### src/rtl/cic_decim_ctrl.sv
// rtl/cic_decim_ctrl.sv - control sequencer for a CIC decimator (integrator/comb enables, output handshake).
// Optional macro CIC_CTRL_OVF_HALT_EN: integrator overflow halts processing until enable drops.
module cic_decim_ctrl #(
  parameter int N_STAGES = 3,
  parameter int RATE_W   = 8
) (
  input  logic                clk,
  input  logic                rstn,
  input  logic                enable,
  input  logic [RATE_W-1:0]   rate,
  input  logic                in_valid,
  output logic                in_ready,
  output logic                integ_en,
  output logic                comb_en,
  output logic                out_load,
  output logic                out_valid,
  input  logic                out_ready,
  output logic                dp_clr,
  input  logic [N_STAGES-1:0] ovf_in,
  output logic                ovf_sticky,
  output logic                busy
);

  localparam int PC_W = $clog2(N_STAGES + 1);

`ifdef CIC_CTRL_OVF_HALT_EN
  typedef enum logic [1:0] {IDLE, PRIME, RUN, HALT} state_t;
`else
  typedef enum logic [1:0] {IDLE, PRIME, RUN} state_t;
`endif

  state_t              state, state_nxt;
  logic [RATE_W-1:0]   rate_q;
  logic [RATE_W-1:0]   phase;
  logic [PC_W-1:0]     prime_cnt;
  logic [N_STAGES-1:0] tag_pipe;
  logic                active;
  logic                last_phase;
  logic                ovf_any;
  logic                tag;

  assign active     = (state == PRIME) || (state == RUN);
  assign last_phase = (phase == rate_q - RATE_W'(1));
  assign ovf_any    = |ovf_in;
  assign busy       = (state != IDLE);

  always_comb begin
    in_ready = 1'b0;
    integ_en = 1'b0;
    comb_en  = 1'b0;
    out_load = 1'b0;
    tag      = 1'b0;
    dp_clr   = (state == IDLE) && enable;
    if (active) begin
      // A pending output that downstream has not taken blocks new samples.
      in_ready = !(out_valid && !out_ready);
      integ_en = in_valid && in_ready;
      tag      = integ_en && last_phase;
      comb_en  = integ_en && tag_pipe[N_STAGES-1];
      out_load = comb_en && (state == RUN);
    end
  end

  always_comb begin
    state_nxt = state;
    if (state == IDLE) begin
      if (enable) state_nxt = PRIME;
    end else if (!enable) begin
      state_nxt = IDLE;
`ifdef CIC_CTRL_OVF_HALT_EN
    end else if (active && ovf_any) begin
      state_nxt = HALT;
`endif
    end else if ((state == PRIME) && comb_en && (prime_cnt == PC_W'(N_STAGES - 1))) begin
      state_nxt = RUN;
    end
  end

  always_ff @(posedge clk or negedge rstn) begin
    if (!rstn) begin
      state      <= IDLE;
      rate_q     <= RATE_W'(1);
      phase      <= '0;
      prime_cnt  <= '0;
      tag_pipe   <= '0;
      out_valid  <= 1'b0;
      ovf_sticky <= 1'b0;
    end else begin
      state <= state_nxt;
      if (state == IDLE) begin
        if (enable) begin
          rate_q     <= (rate == '0) ? RATE_W'(1) : rate;
          ovf_sticky <= 1'b0;
        end
        phase     <= '0;
        prime_cnt <= '0;
        tag_pipe  <= '0;
        out_valid <= 1'b0;
      end else if (!enable) begin
        phase     <= '0;
        prime_cnt <= '0;
        tag_pipe  <= '0;
        out_valid <= 1'b0;
      end else begin
        if (integ_en) begin
          phase    <= last_phase ? '0 : phase + RATE_W'(1);
          tag_pipe <= (tag_pipe << 1) | N_STAGES'(tag);
        end
        if ((state == PRIME) && comb_en) prime_cnt <= prime_cnt + PC_W'(1);
        if (out_load) out_valid <= 1'b1;
        else if (out_valid && out_ready) out_valid <= 1'b0;
      end
      if (active && ovf_any) ovf_sticky <= 1'b1;
    end
  end

endmodule

### config.mk
export PLATFORM = sky130hd
export DESIGN_NAME = cic_decim_ctrl
export DESIGN_NICKNAME = d
export VERILOG_FILES = /design/src/rtl/cic_decim_ctrl.sv
export SDC_FILE = /design/constraint.sdc
export NUM_CORES = 1
export LEC_CHECK = 0
export ABC_AREA = 0
export CAP_MARGIN = 20
export CORE_MARGIN = 2
export CORE_UTILIZATION = 45
export CTS_CLUSTER_DIAMETER = 50
export DETAILED_ROUTE_END_ITERATION = 8
export HOLD_SLACK_MARGIN = 0.08
export PLACE_DENSITY = 0.8
export SKIP_LAST_GASP = 1
export SLEW_MARGIN = 5
export SYNTH_ARGS = -nofsm -noshare
export SYNTH_HDL_FRONTEND = slang
export SYNTH_SLANG_ARGS = --single-unit
export TNS_END_PERCENT = 5
### constraint.sdc
create_clock -name clk -period 2.09 [get_ports clk]
set_input_delay 0.209 -clock clk [delete_from_list [all_inputs] [get_ports clk]]
set_output_delay 0.209 -clock clk [all_outputs]
set_load 0.02 [all_outputs]
==> summary.md, run 1 <==
| Metric | Value |
|---|---|
| CP Class | `reg2reg` |
| Die footprint | `3790 µm²` |
| First-pass GRT wire length | `5.93 mm` |
| Layout cells sized above 1 | `25.4%` |
| Remaining global-route overflow | `0` |
| Gr usage total | `21.2%` |
| Critical Path AT | `2.42 ns` |
| Status | `finished, violations left` |
| Met2 WL post-DR | `1.84 mm` |
| Synth Instances | `159` |
| DR WL/cell | `14.7 µm` |
| Antenna violations before repair | `0` |
| Post-synthesis cell type count | `44` |
| Largest area contributor in the netlist | `dfrtp_1` |
| Post-Syn Area | `1490 µm²` |
| DRC Markers | `0` |
| Critical path endpoint category | `flip-flop` |
| Largest net degree at the start of global routing | `26` |
| Fin. max-slew vios | `0` |
| Worst-margin pin slew | `0.387 ns` |
| Required time of the worst setup path | `2.35 ns` |
| DR iter-0 viols | `51` |
| LEAKAGE | `0.886 nW` |
| Drt via density | `5.42` |
| Clock transition at path regs | `0.14 ns` |
| Final hold viol count | `0` |
| Die width | `61.6 µm` |
| Number of diodes | `0` |
| DP HPWL | `2.70 mm` |
| Number of port buffers | `23` |
| Commonest non-fill, non-tap cell in the layout | `dfrtp_1` |
| Rows | `20` |
| Clock root cell | `clkbuf_4` |
| # setup viols final | `4` |
| Cts bufs inserted | `3` |
| Mean Syn Cell Area | `9.38 µm²` |
| Cell area after layout | `1990 µm²` |
| I/O pin cnt | `24` |
| CTS tree | `built` |
| Asr flop ratio synth | `100%` |
| Max-cap violations | `0` |
| RSZ-0062 raised after global routing | `true` |
| Sinks on the clock net | `25` |
| Failing checks | `setup timing` |
| Placed cell area | `1920 µm²` |
| DIE HEIGHT | `61.6 µm` |
| Flop-to-flop setup slack | `-0.07 ns` |
| Area Overhead vs Synth | `33.4%` |
| Share of the synthesized area in the top cell type | `40.3%` |
| Post-synth EDFFs | `0` |
| Post-Route WL | `3.67 mm` |
| H-tree depth | `1` |
| Worst skew pair latency | `0.33 ns` |
| Commonest non-fill, non-tap cells in the layout | `dfrtp_1, buf_4, nand2_1` |
| Non-filler instance count after layout | `249` |
| Synth Flop Type | `dfrtp_1` |
| Fillers | `283` |
| Final ANT Viol Nets | `0` |
| Met3 wire length | `101 µm` |
| Hold crit path type | `in2async` |
| Longest Clk Path Bufs | `2` |
| Inst Count DP | `244` |
| Max Freq | `464 MHz` |
| Top cells by area, synth | `dfrtp_1, nand2_1, ha_1, mux2_2, xnor2_1` |
| Startpoint Class | `flip-flop` |
| Synth Net Count | `181` |
| Number of synthesized register bits | `25` |
| DRT met1 WL | `1.62 mm` |
| GPL Wtd Cong | `0.854` |
| Pwr Density | `1020 nW/µm²` |
| Crit-path max FO | `6` |
| Starting Density | `48.1%` |
| Peak supply drop | `0.551 mV` |
| Number of global-route vias before repair | `1354` |
| Max Used Layer | `met4` |
| Sequential cell area fraction in the yosys report | `42.0%` |
| Synth warn | `0` |
| Relative slew slack | `74.0%` |
| Core ar. | `3100 µm²` |
| Clock skew | `0.00311 ns` |
| Final critical-path required period | `2.16 ns` |
| DR vias | `1349` |
| Setup ws final | `-0.0655 ns` |
| Drt pass-1 iters | `4` |
| Nets | `228` |
| Fin crit share | `103%` |
-- state kept, by name, indices dropped and copies added (netlist names) --
name and cells:
out_valid 1, rate_q 8, tag_pipe 3, state 2, ovf_sticky 1, prime_cnt 2, phase 8
-- report_power, final --
part           internal, mW  switching (mW)  total (mW)  leakage [nW]
Combinational         0.540           0.553        1.09         0.547
Sequential            0.592           0.109       0.701         0.324
Clock                0.0750           0.151       0.226        0.0150
-- final timing paths --
path                            start           end  cells past startpoint
max                         rate_q[0]      phase[2]                      8
min reg2reg                ovf_sticky    ovf_sticky                      2
min in group clk              rate[1]     rate_q[1]                      3
min                              rstn  prime_cnt[0]                      2
max in group asynchronous        rstn     rate_q[0]                      2
max reg2reg                 rate_q[0]      phase[2]                      8
-- repair_timing --
item | 4_1_cts | 5_1_grt
resized for setup | 17 | 3
pin swaps | 7 | 0
setup buffers | 1 | 0
hold buffers | 0 | 0
setup endpoints to repair | 13 | 12
-- synth_stat cells (2+ instances only) --
master and n:
nor4_1 6, nor2_1 6, o21ai_0 4, o31ai_1 2
nand3_1 6, xnor2_1 7, ha_1 6, xor2_1 3
nor2b_1 3, mux2_2 6, clkbuf_1 3, dfrtp_1 24
nor3_1 3, or3_1 4, a21oi_1 11, buf_6 2
and2_1 2, nand4_1 3, inv_1 8, a41o_1 3
nand2_1 22, a31oi_1 3
-- critical path, stage by stage, from the launching register on --
cell and delay, ns:
dfstp_2 0.40, buf_4 0.15, or3_1 0.35, nand4_1 0.14, a21oi_2 0.08, o311a_4 0.34
buf_6 0.13, or3_1 0.33, a31oi_1 0.16
-- cell type report --
| type | count | area (µm²) | share of cell area [%] |
|---|---|---|---|
| multi-input cells | 120 | 845 | 42.5 |
| flip-flops and latches | 25 | 627 | 31.5 |
| repair buffers | 47 | 402 | 20.2 |
| well taps | 44 | 55.1 | 2.77 |
| inverters | 9 | 35.0 | 1.76 |
| clock buffers | 4 | 26.3 | 1.32 |
-- kinds of logic (layout without fill, tap and decap cells) --
family	Yosys count	in the layout	share of synthesized area (%)
and+or+nand+nor	67	67	24.4
muxes	7	7	5.20
xor gates and xnor gates	10	10	5.87
AOI/OAI and AO/OA	30	30	12.9
adders and majority gates	6	6	5.03
buffers and inverters	14	60	4.53
DFF	25	25	42.0
-- metrics by stage --
step	power [mW]	util [%]	setup slack (ns)	setup TNS, ns	hold WS (ns)
after detailed placement	1.72	61.8	-0.122	-0.860	0.470
after global placement	1.68	61.8	-0.0631	-0.329	0.465
final	2.02	64.1	-0.0655	-0.115	0.220
after global routing	2.13	64.1	-0.111	-0.901	0.267
after floorplan	1.26	-	-0.0228	-0.0499	-0.0866
after CTS	2.00	64.1	-0.0285	-0.0947	0.226
-- per-layer routing --
metal,up-vias,global-route usage [%]
met3,11,2.52
met4,0,9.12
li1,663,-
met1,643,26.1
met2,32,37.1
met5,-,0
Power figures use the tool's default switching activity.
==> run 2: changes to the inputs <==
CORE_UTILIZATION = 48   (was 45)
PLACE_DENSITY = 0.84   (was 0.8)
==> run 2 against run 1 <==
  * The run still ends with setup timing left
  * Clock power is essentially flat
  * Setup slack worse by 0.022 ns
  * Fmax shrank 1.0%
  * Total power up 2.2%
  * Sequential power rose by 2%
  * Register-to-register slack worse by 0.02 ns
  * Critical path type unchanged
==> summary.md, run 2 (same netlist as run 1, synthesis figures left out) <==
| Metric | Value |
|---|---|
| Max incr delay on CP | `0.41 ns` |
| H-tree depth | `1` |
| # setup viols final | `10` |
| Number of global-route vias before repair | `1394` |
| CTS tree | `built` |
| Rows | `20` |
| Flop-to-flop setup slack | `-0.09 ns` |
| Antenna violations before repair | `0` |
| Post-Route WL | `3.84 mm` |
| Setup ws final | `-0.0877 ns` |
| Failing checks | `setup timing` |
| Core ar. | `3000 µm²` |
| Startpoint Class | `flip-flop` |
| DR iter-0 viols | `56` |
| Layout cells sized above 1 | `26.2%` |
| Worst skew pair latency | `0.34 ns` |
| Critical path, cell by cell | `buf_6 -> buf_4 -> nor2_1 -> o21ai_1 -> nor4b_1 -> o311a_1 -> buf_6 -> or3b_1 -> a31oi_1` |
| LEAKAGE | `0.893 nW` |
| Drt pass-1 iters | `4` |
| Pwr Density | `1030 nW/µm²` |
| Fin. max-slew vios | `0` |
| GPL Wtd Cong | `0.838` |
| Max Freq | `459 MHz` |
| Drt via density | `5.95` |
| CP Class | `reg2reg` |
| Gr usage total | `22.8%` |
| Post-CTS Hold Fix Bufs | `0` |
| I/O pin cnt | `24` |
| P_sw | `818 µW` |
| Largest net degree at the start of global routing | `17` |
| DR vias | `1423` |
| Starting Density | `49.7%` |
| Hold WS | `0.157 ns` |
| Clock root cell | `clkbuf_4` |
| Peak supply drop | `0.533 mV` |
| Final hold viol count | `0` |
| Longest Clk Path Bufs | `2` |
| Internal power | `1.25 mW` |
| Fin crit share | `104%` |
| Clock skew | `0.0179 ns` |
| DRC Markers | `0` |
| CP max stage cell | `dfstp_2` |
| DIE HEIGHT | `59.7 µm` |
| Top Registers | `phase: 8 flops, rate_q: 8 flops, tag_pipe: 3 flops` |
| Relative slew slack | `70.6%` |
| Switching Share | `39.6%` |
| Logic pwr share | `54.5%` |
| Remaining global-route overflow | `0` |
| Die width | `59.7 µm` |
| Sinks on the clock net | `25` |
| Final critical-path required period | `2.18 ns` |
| Crit-path max FO | `6` |
| Critical Path AT | `2.43 ns` |
| Die footprint | `3570 µm²` |
| Critical path endpoint category | `flip-flop` |
| Nets | `229` |
| Cts bufs inserted | `3` |
| Worst-margin pin slew | `0.439 ns` |
| Status | `finished, violations left` |
| Clock transition at path regs | `0.15 ns` |
| Area Overhead vs Synth | `34.3%` |
| Max-cap violations | `0` |
| Commonest non-fill, non-tap cell in the layout | `dfrtp_1` |
| Commonest non-fill, non-tap cells in the layout | `dfrtp_1, buf_4, nand2_1, clkdlybuf4s50_1, a21oi_1` |
| RSZ-0062 raised after global routing | `true` |
| Clk pwr share | `10.9%` |
| Number of port buffers | `23` |
| Most Frequent Cell on Critical Path | `buf_6` |
| DP HPWL | `2.92 mm` |
| Final ANT Viol Nets | `0` |
| DR WL/cell | `16.1 µm` |
| Total design power | `2.06 mW` |
| Final Util | `66.7%` |
| Worst r2r path cells | `9` |
| Hold crit path type | `in2async` |
| Number of diodes | `0` |
| Fillers | `237` |
| Required time of the worst setup path | `2.34 ns` |
| Sequential share of power | `34.5%` |
| First-pass GRT wire length | `6.17 mm` |
## run 2: layout make-up
class,count,area (µm²),share of cell area (%)
multi-input cells,120,842,42.0
inverters,9,35.0,1.75
clock inverters,1,7.51,0.375
repair buffers,48,428,21.4
flip-flops and latches,25,627,31.3
clock buffers,3,22.5,1.12
well taps,33,41.3,2.06
## run 2: path summary, 6_finish.rpt
check | start | end
worst max-delay path | rate_q[0] | phase[2]
worst min-delay path | rstn | ovf_sticky
worst max register to register | rate_q[0] | phase[2]
worst min register to register | ovf_sticky | ovf_sticky
max in group asynchronous | rstn | phase[4]
min in group clk | ovf_in[2] | ovf_sticky
## run 2: timing repair
item / in CTS / in global routing
cloned: 0 / 0
setup endpoints to repair: 12 / 13
buffers inserted: 1 / 4
pin swaps: 2 / 8
resized for setup: 15 / 7
## run 2: stage by stage
stage	worst slack [ns]	TNS, ns	instances	instance area [µm²]
3_5_place_dp	-0.159	-0.801	230	1890
5_1_grt	-0.189	-1.59	239	2000
2_1_floorplan	-0.0228	-0.0499	159	1490
6_report	-0.0877	-0.398	239	2000
3_3_place_gp	-0.0714	-0.320	230	1890
4_1_cts	-0.0612	-0.448	235	1940
## run 2: per-layer routing
metal | share of wire, % | vias to the layer above | track usage (%)
li1 | - | 669 | -
met3 | 4.4 | 7 | 2.81
met5 | 0 | - | 0
met2 | 54 | 52 | 41.1
met4 | 1.4 | 0 | 7.30
met1 | 40 | 695 | 28.1
## run 2: worst max-delay path: cells and delay by family, from the launching register on
kind	cells	cell delay [ns]
AND/OR/NAND/NOR	3	0.68
flip-flops	1	0.41
AO/OA/AOI/OAI	3	0.61
buffers and inverters	3	0.39
## run 2: power by group through the flow
| stage | clock [mW] | sequential, mW | combinational, mW |
|---|---|---|---|
| final | 0.226 | 0.713 | 1.13 |
| after global routing | 0.251 | 0.724 | 1.23 |
| after CTS | 0.228 | 0.705 | 1.01 |
| after detailed placement | 0 | 0.716 | 0.986 |
| after global placement | 0 | 0.706 | 0.944 |
| after floorplan | 0 | 0.726 | 0.534 |
